File: config.mk
export PLATFORM = sky130hd
export DESIGN_NAME = fetch_sequencer
export DESIGN_NICKNAME = d
export VERILOG_FILES = /design/src/rtl/fetch_pkg.sv /design/src/rtl/ret_stack.sv /design/src/rtl/fetch_sequencer.sv
export SDC_FILE = /design/constraint.sdc
export NUM_CORES = 1
export LEC_CHECK = 0
export BUFFER_PORTS_ARGS = -buffer_cell sky130_fd_sc_hd__buf_2
export CORE_MARGIN = 2
export CORE_UTILIZATION = 33
export CTS_CLUSTER_SIZE = 8
export DETAILED_ROUTE_END_ITERATION = 8
export PLACE_DENSITY = 0.86
export SETUP_SLACK_MARGIN = 0.05
export SLEW_MARGIN = 20
export SYNTH_ARGS = -nofsm -noshare
export SYNTH_HDL_FRONTEND = slang
export SYNTH_HIERARCHICAL = 1
export SYNTH_SLANG_ARGS = --single-unit
File: constraint.sdc
create_clock -name clk -period 2.88 [get_ports clk]
set_input_delay 0.144 -clock clk [delete_from_list [all_inputs] [get_ports clk]]
set_output_delay 0.144 -clock clk [all_outputs]
set_load 0.1 [all_outputs]
File: src/rtl/fetch_pkg.sv
// fetch_pkg: shared constants, opcode encodings and FSM state type for the
// instruction fetch sequencer and its return-address stack.
package fetch_pkg;

  localparam int unsigned PC_W    = 11;
  localparam int unsigned INSTR_W = 24;
  localparam int unsigned ROM_LEN = 1024;

  // Control-flow opcodes resolved inside the sequencer; everything else is
  // handed to the execute unit.
  localparam logic [7:0] OP_JMP  = 8'h20;
  localparam logic [7:0] OP_CALL = 8'h21;
  localparam logic [7:0] OP_RET  = 8'h22;
  localparam logic [7:0] OP_RETI = 8'h23;
  localparam logic [7:0] OP_HALT = 8'h24;

  typedef enum logic [1:0] {
    ST_FETCH  = 2'd0,
    ST_SETTLE = 2'd1,
    ST_HALT   = 2'd2
  } state_e;

  function automatic logic [7:0] opcode_of(input logic [INSTR_W-1:0] word);
    return word[23:16];
  endfunction

  function automatic logic [PC_W-1:0] target_of(input logic [INSTR_W-1:0] word);
    return word[PC_W-1:0];
  endfunction

endpackage

File: src/rtl/ret_stack.sv
// ret_stack: LIFO of return addresses for CALL/RET. Push is ignored when
// full and pop is ignored when empty; the caller reports those cases.
module ret_stack
  import fetch_pkg::*;
#(
  parameter int unsigned DEPTH = 8
) (
  input  logic            clk,
  input  logic            rst_n,
  input  logic            push,
  input  logic            pop,
  input  logic [PC_W-1:0] push_data,
  output logic [PC_W-1:0] top_data,
  output logic            full,
  output logic            empty
);

  localparam int unsigned       CNT_W    = $clog2(DEPTH + 1);
  localparam int unsigned       IDX_W    = $clog2(DEPTH);
  localparam logic [CNT_W-1:0]  CNT_FULL = CNT_W'(DEPTH);

  logic [PC_W-1:0]  mem_q [DEPTH];
  logic [PC_W-1:0]  mem_d [DEPTH];
  logic [CNT_W-1:0] cnt_q, cnt_d;
  logic [IDX_W-1:0] top_idx, wr_idx;

  assign full     = (cnt_q == CNT_FULL);
  assign empty    = (cnt_q == '0);
  assign top_idx  = IDX_W'(cnt_q - 1'b1);
  assign wr_idx   = IDX_W'(cnt_q);
  assign top_data = mem_q[top_idx];

  // Next-state of the stack storage and occupancy count.
  always_comb begin
    mem_d = mem_q;
    cnt_d = cnt_q;
    if (push && !full) begin
      mem_d[wr_idx] = push_data;
      cnt_d         = cnt_q + 1'b1;
    end else if (pop && !empty) begin
      cnt_d = cnt_q - 1'b1;
    end
  end

  // Stack registers with asynchronous clear.
  always_ff @(posedge clk or negedge rst_n) begin
    if (!rst_n) begin
      cnt_q <= '0;
      for (int unsigned i = 0; i < DEPTH; i++) begin
        mem_q[i] <= '0;
      end
    end else begin
      cnt_q <= cnt_d;
      mem_q <= mem_d;
    end
  end

endmodule

File: src/rtl/fetch_sequencer.sv
// fetch_sequencer: consumes the ROM word at the current pc, resolves
// JMP/CALL/RET/RETI/HALT locally and offers all other words to the execute
// unit over a valid/ready handshake. Build option FETCH_CALL_STACK_EN adds the
// return-address stack; without it CALL and RET are ordinary instructions.
module fetch_sequencer #(
  parameter int unsigned STACK_DEPTH = 8,
  parameter int unsigned ROM_LEN     = fetch_pkg::ROM_LEN
) (
  input  logic                         clk,
  input  logic                         rst_n,
  input  logic [fetch_pkg::INSTR_W-1:0] rom_data,
  input  logic [fetch_pkg::PC_W-1:0]    rom_pc,
  output logic                         rom_enable,
  output logic                         rom_jump_enable,
  output logic [fetch_pkg::PC_W-1:0]    rom_jump_data,
  output logic                         rom_interrupt_jump,
  output logic                         rom_interrupt_clear,
  output logic                         instr_valid,
  output logic [fetch_pkg::INSTR_W-1:0] instr_data,
  output logic [fetch_pkg::PC_W-1:0]    instr_pc,
  input  logic                         instr_ready,
  input  logic                         irq_req,
  output logic                         irq_ack,
  output logic                         in_isr,
  output logic                         halted,
  output logic                         stack_err,
  output logic                         illegal_target
);

  import fetch_pkg::*;

  localparam logic [PC_W:0] ROM_END = (PC_W + 1)'(ROM_LEN);

  state_e          state_q, state_d;
  logic            in_isr_q, in_isr_d;
  logic            ill_q, ill_d;
  logic [7:0]      opcode;
  logic [PC_W-1:0] target;
  logic            target_ok;
  logic            unused_word;

  assign opcode      = opcode_of(rom_data);
  assign target      = target_of(rom_data);
  assign target_ok   = ({1'b0, target} < ROM_END);
  assign unused_word = ^rom_data[15:11];

`ifdef FETCH_CALL_STACK_EN
  logic            serr_q, serr_d;
  logic            stk_push, stk_pop, stk_full, stk_empty;
  logic [PC_W-1:0] stk_top, ret_addr;

  assign ret_addr = rom_pc + 1'b1;

  ret_stack #(
    .DEPTH(STACK_DEPTH)
  ) u_ret_stack (
    .clk      (clk),
    .rst_n    (rst_n),
    .push     (stk_push),
    .pop      (stk_pop),
    .push_data(ret_addr),
    .top_data (stk_top),
    .full     (stk_full),
    .empty    (stk_empty)
  );

  assign stack_err = serr_q;
`else
  logic [31:0] unused_depth;
  assign unused_depth = STACK_DEPTH;
  assign stack_err    = 1'b0;
`endif

  // Pass-through of the current word; forced to zero while reset is held.
  assign instr_data     = rst_n ? rom_data : '0;
  assign instr_pc       = rst_n ? rom_pc : '0;
  assign in_isr         = in_isr_q;
  assign illegal_target = ill_q;
  assign halted         = (state_q == ST_HALT);

  // Decode: ROM strobes, handshake and next state from state and current word.
  // Strobes are gated by rst_n so every output drops the moment reset asserts.
  always_comb begin
    state_d             = state_q;
    in_isr_d            = in_isr_q;
    ill_d               = ill_q;
    rom_enable          = 1'b0;
    rom_jump_enable     = 1'b0;
    rom_jump_data       = '0;
    rom_interrupt_jump  = 1'b0;
    rom_interrupt_clear = 1'b0;
    instr_valid         = 1'b0;
    irq_ack             = 1'b0;
`ifdef FETCH_CALL_STACK_EN
    serr_d   = serr_q;
    stk_push = 1'b0;
    stk_pop  = 1'b0;
`endif
    if (rst_n) begin
      unique case (state_q)
        ST_SETTLE: state_d = ST_FETCH;
        ST_FETCH, ST_HALT: begin
          // An interrupt leaves HALT too; the ROM saves the HALT pc, so the
          // ISR's RETI lands back on the HALT word.
          if (irq_req && !in_isr_q) begin
            rom_interrupt_jump = 1'b1;
            irq_ack            = 1'b1;
            in_isr_d           = 1'b1;
            state_d            = ST_SETTLE;
          end else if (state_q == ST_FETCH) begin
            if (opcode == OP_JMP) begin
              if (target_ok) begin
                rom_jump_enable = 1'b1;
                rom_jump_data   = target;
                state_d         = ST_SETTLE;
              end else begin
                ill_d      = 1'b1;
                rom_enable = 1'b1;
              end
            end
`ifdef FETCH_CALL_STACK_EN
            else if (opcode == OP_CALL) begin
              if (target_ok) begin
                rom_jump_enable = 1'b1;
                rom_jump_data   = target;
                state_d         = ST_SETTLE;
                if (stk_full) serr_d = 1'b1;
                else          stk_push = 1'b1;
              end else begin
                ill_d      = 1'b1;
                rom_enable = 1'b1;
              end
            end else if (opcode == OP_RET) begin
              if (stk_empty) begin
                serr_d     = 1'b1;
                rom_enable = 1'b1;
              end else begin
                stk_pop         = 1'b1;
                rom_jump_enable = 1'b1;
                rom_jump_data   = stk_top;
                state_d         = ST_SETTLE;
              end
            end
`endif
            else if (opcode == OP_RETI) begin
              if (in_isr_q) begin
                rom_interrupt_clear = 1'b1;
                in_isr_d            = 1'b0;
                state_d             = ST_SETTLE;
              end else begin
                rom_enable = 1'b1;
              end
            end else if (opcode == OP_HALT) begin
              state_d = ST_HALT;
            end else begin
              instr_valid = 1'b1;
              rom_enable  = instr_ready;
            end
          end
        end
        default: state_d = ST_FETCH;
      endcase
    end
  end

  // FSM state and sticky status registers.
  always_ff @(posedge clk or negedge rst_n) begin
    if (!rst_n) begin
      state_q  <= ST_FETCH;
      in_isr_q <= 1'b0;
      ill_q    <= 1'b0;
`ifdef FETCH_CALL_STACK_EN
      serr_q   <= 1'b0;
`endif
    end else begin
      state_q  <= state_d;
      in_isr_q <= in_isr_d;
      ill_q    <= ill_d;
`ifdef FETCH_CALL_STACK_EN
      serr_q   <= serr_d;
`endif
    end
  end

endmodule

==> impl_metrics.json <==
{
  "synthArstFlopShare_pct": 100.0,
  "max_clock_freq_ghz": 0.4049,
  "ys_seq_elements": 4,
  "synth-edff-count": 0,
  "grt_pass1_wl_mm": 3.657,
  "critPathMaxStageDelay_ps": 530,
  "nets": 228,
  "globalplace.congestion": 0.8092,
  "first_iter_violations": 18,
  "p_seq_share_pct": 13.9,
  "area_growth_pct": 75.58,
  "min_path_type": "in -> reg",
  "dpl.cell_count": 210,
  "core_area_um2": 1982,
  "place.port_buffers": 92,
  "start_util_pct": 35.16,
  "grt.overflow.total": 0,
  "rsz0062_at_grt": "no",
  "fin_skew_ps": 2.788,
  "totalWireLength_mm": 2.249,
  "power_density_nw_per_um2": 485.8,
  "slew_viol_final": 0,
  "drv_cap": 0,
  "crit_required_ps": 2740,
  "vias": 964,
  "cts_setup_buffers": 0,
  "relSlewSlack_pct": 65.10,
  "syn_area_um2": 696.9,
  "cts_max_path_buffers": 2,
  "clk_latency_ps": 230,
  "synth_area_per_cell_um2": 7.185,
  "place_area_um2": 1182,
  "setup_viol": 0,
  "p_sw_mw": 0.4035,
  "hold_viol": 0,
  "worst_pin_slew_ps": 519.9,
  "clk_pin_slew_ps": 40,
  "cp_num_buf_inv": 3,
  "tns_ps": 0,
  "design_area_um2": 1224,
  "dr.pass1.iters": 4,
  "critPathCaptureType": "primary output",
  "synth_flop_cell": "dfrtp_1",
  "track_usage_pct": 18.67,
  "slowest_stage": "dlygate4sd3_1",
  "cts_buffers": 3,
  "period_minus_slack_ps": 2470,
  "crit_fanout": 11,
  "drive_gt1_share_pct": 61.50,
  "wire_per_inst_um": 10.51,
  "synth_warnings": 6,
  "crit_top_cell": "buf_2",
  "layoutNonFillerInstCount": 214,
  "start_kind": "primary input",
  "h-tree-depth": 1,
  "cp.arrival_ps": 2330,
  "io-pin-count": 95,
  "vias_per_cell": 4.505,
  "grt_pass1_vias": 860,
  "postSynthCellCount": 97,
  "die_w_um": 49.96,
  "seq_area_frac_synth_pct": 14.36,
  "hpwl_mm": 1.930,
  "synth.distinct_cells": 31,
  "peakVddDrop_mv": 0.4587,
  "critical_path.top_delay_family": "buffers and inverters",
  "antenna_found_initial": 0,
  "power_frac_comb_pct": 74.8,
  "leakage_nw": 0.7376,
  "path_cells": "dlygate4sd3_1 -> buf_2 -> nor3b_1 -> o21ai_1 -> nor4_4 -> and2_2 -> buf_2",
  "fin_crit_sh_pct": 85.75,
  "outcome": "finished clean",
  "antenna_cells": 0,
  "drcViolationCount": 0,
  "swShare_pct": 67.88,
  "grt_max_degree": 43,
  "dieArea_um2": 2496,
  "worstSetupPathType": "in -> out",
  "fp.dieH_um": 49.96,
  "clock-sinks": 4,
  "root_buffer": "clkbuf_4",
  "drtAntennaViolNets": 0,
  "cts_tree": "built",
  "rows": 16,
  "p_int_mw": 0.1909,
  "worst_hold_slack_ps": 283.5,
  "clkPwrFrac_pct": 11.2
}
## power by group through the flow
| stage | clock (mW) | combinational, mW | sequential [mW] |
|---|---|---|---|
| after CTS | 0.0713 | 0.445 | 0.0824 |
| after floorplan | 0 | 0.332 | 0.118 |
| after detailed placement | 0 | 0.443 | 0.0830 |
| final | 0.0668 | 0.445 | 0.0828 |
| after global placement | 0 | 0.441 | 0.0831 |
| after global routing | 0.0744 | 0.464 | 0.0843 |
## sequential cells by signal, indices dropped and copies added (netlist names)
| register | cells |
|---|---|
| illegal_target | 1 |
| in_isr | 1 |
| state_q | 2 |
## cells in the final DEF, fill, tap and decap left out, types with 2 or more instances in the layout
| cell type | count |
|---|---|
| buf_2 | 92 |
| o31ai_1 | 2 |
| and2_2 | 11 |
| a31oi_1 | 2 |
| nand2_1 | 3 |
| nor4_4 | 2 |
| nor2_1 | 4 |
| nor2b_1 | 2 |
| inv_1 | 4 |
| conb_1 | 2 |
| and2_1 | 34 |
| dfrtp_1 | 4 |
| clkbuf_4 | 3 |
| a21oi_1 | 2 |
## final timing paths
kind / slack, ps / start / cells after the start / end
setup / recovery: 410 / rst_n / 7 / rom_jump_data[1]
hold / removal: 280 / irq_req / 4 / state_q[1]
setup reg to reg: 1590 / state_q[0] / 3 / illegal_target
hold reg to reg: 500 / illegal_target / 1 / illegal_target
max in group asynchronous: 2190 / rst_n / 3 / state_q[0]
min in group asynchronous: 470 / rst_n / 3 / state_q[1]
## Yosys cell counts (all sizes together) (2+ instances only)
cell type	instances	area share (%)
nand2	3	1.6
nor2b	2	1.8
and2	45	42
a21oi	3	2.2
a31oi	3	2.7
buf	4	4.3
clkbuf	4	2.2
nor4	2	2.7
dfrtp	4	14
inv	4	2.2
o31ai	2	2.2
nor2	5	3.8
## per-layer routing
metal / vias up / share of wire, % / GRT usage [%]
met5: - / 0 / 0
met4: 0 / 0 / 7.407
met3: 0 / 13 / 4.242
met2: 66 / 48 / 33.33
met1: 402 / 39 / 21.22
li1: 496 / - / -
## through the flow
stage          utilization [%]  total power [mW]  setup WS (ps)
2_1_floorplan                -            0.4492          238.4
3_3_place_gp             59.66            0.5246          662.7
5_1_grt                  61.74            0.6226          130.5
4_1_cts                  61.30            0.5987          243.5
3_5_place_dp             59.66            0.5265          569.8
6_report                 61.74            0.5944          410.4
## worst reg2reg max path, cell delays in order (launching register included)
cell      delay, ps
dfrtp_1         450
nor3b_1         290
o21ai_1         250
o21bai_1        220
## area by class of cell
type	count	area, um^2
Tap cell	27	33.78
Fill cell	208	758.2
Multi-Input combinational cell	82	574.3
Inverter	4	15.01
Sequential cell	4	100.1
Clock buffer	3	22.52
Timing Repair Buffer	94	478.0
## logic make-up (layout without fill, tap and decap cells)
group           count (synthesis)  after routing  share of synthesized area [%]
compound gates                 14             14                          13.64
other cells                     1              2                         0.5381
simple gates                   66             66                          62.84
buf+inv                        12            101                          8.617
flops                           4              4                          14.36
## repair_timing
| action | CTS | global route |
|---|---|---|
| hold endpoints to repair | 4 | 0 |
| resized for setup | 0 | 1 |
| setup endpoints to repair | 0 | 11 |
| hold buffers | 1 | 0 |
Note: power is estimated with default switching activity, not from simulation.
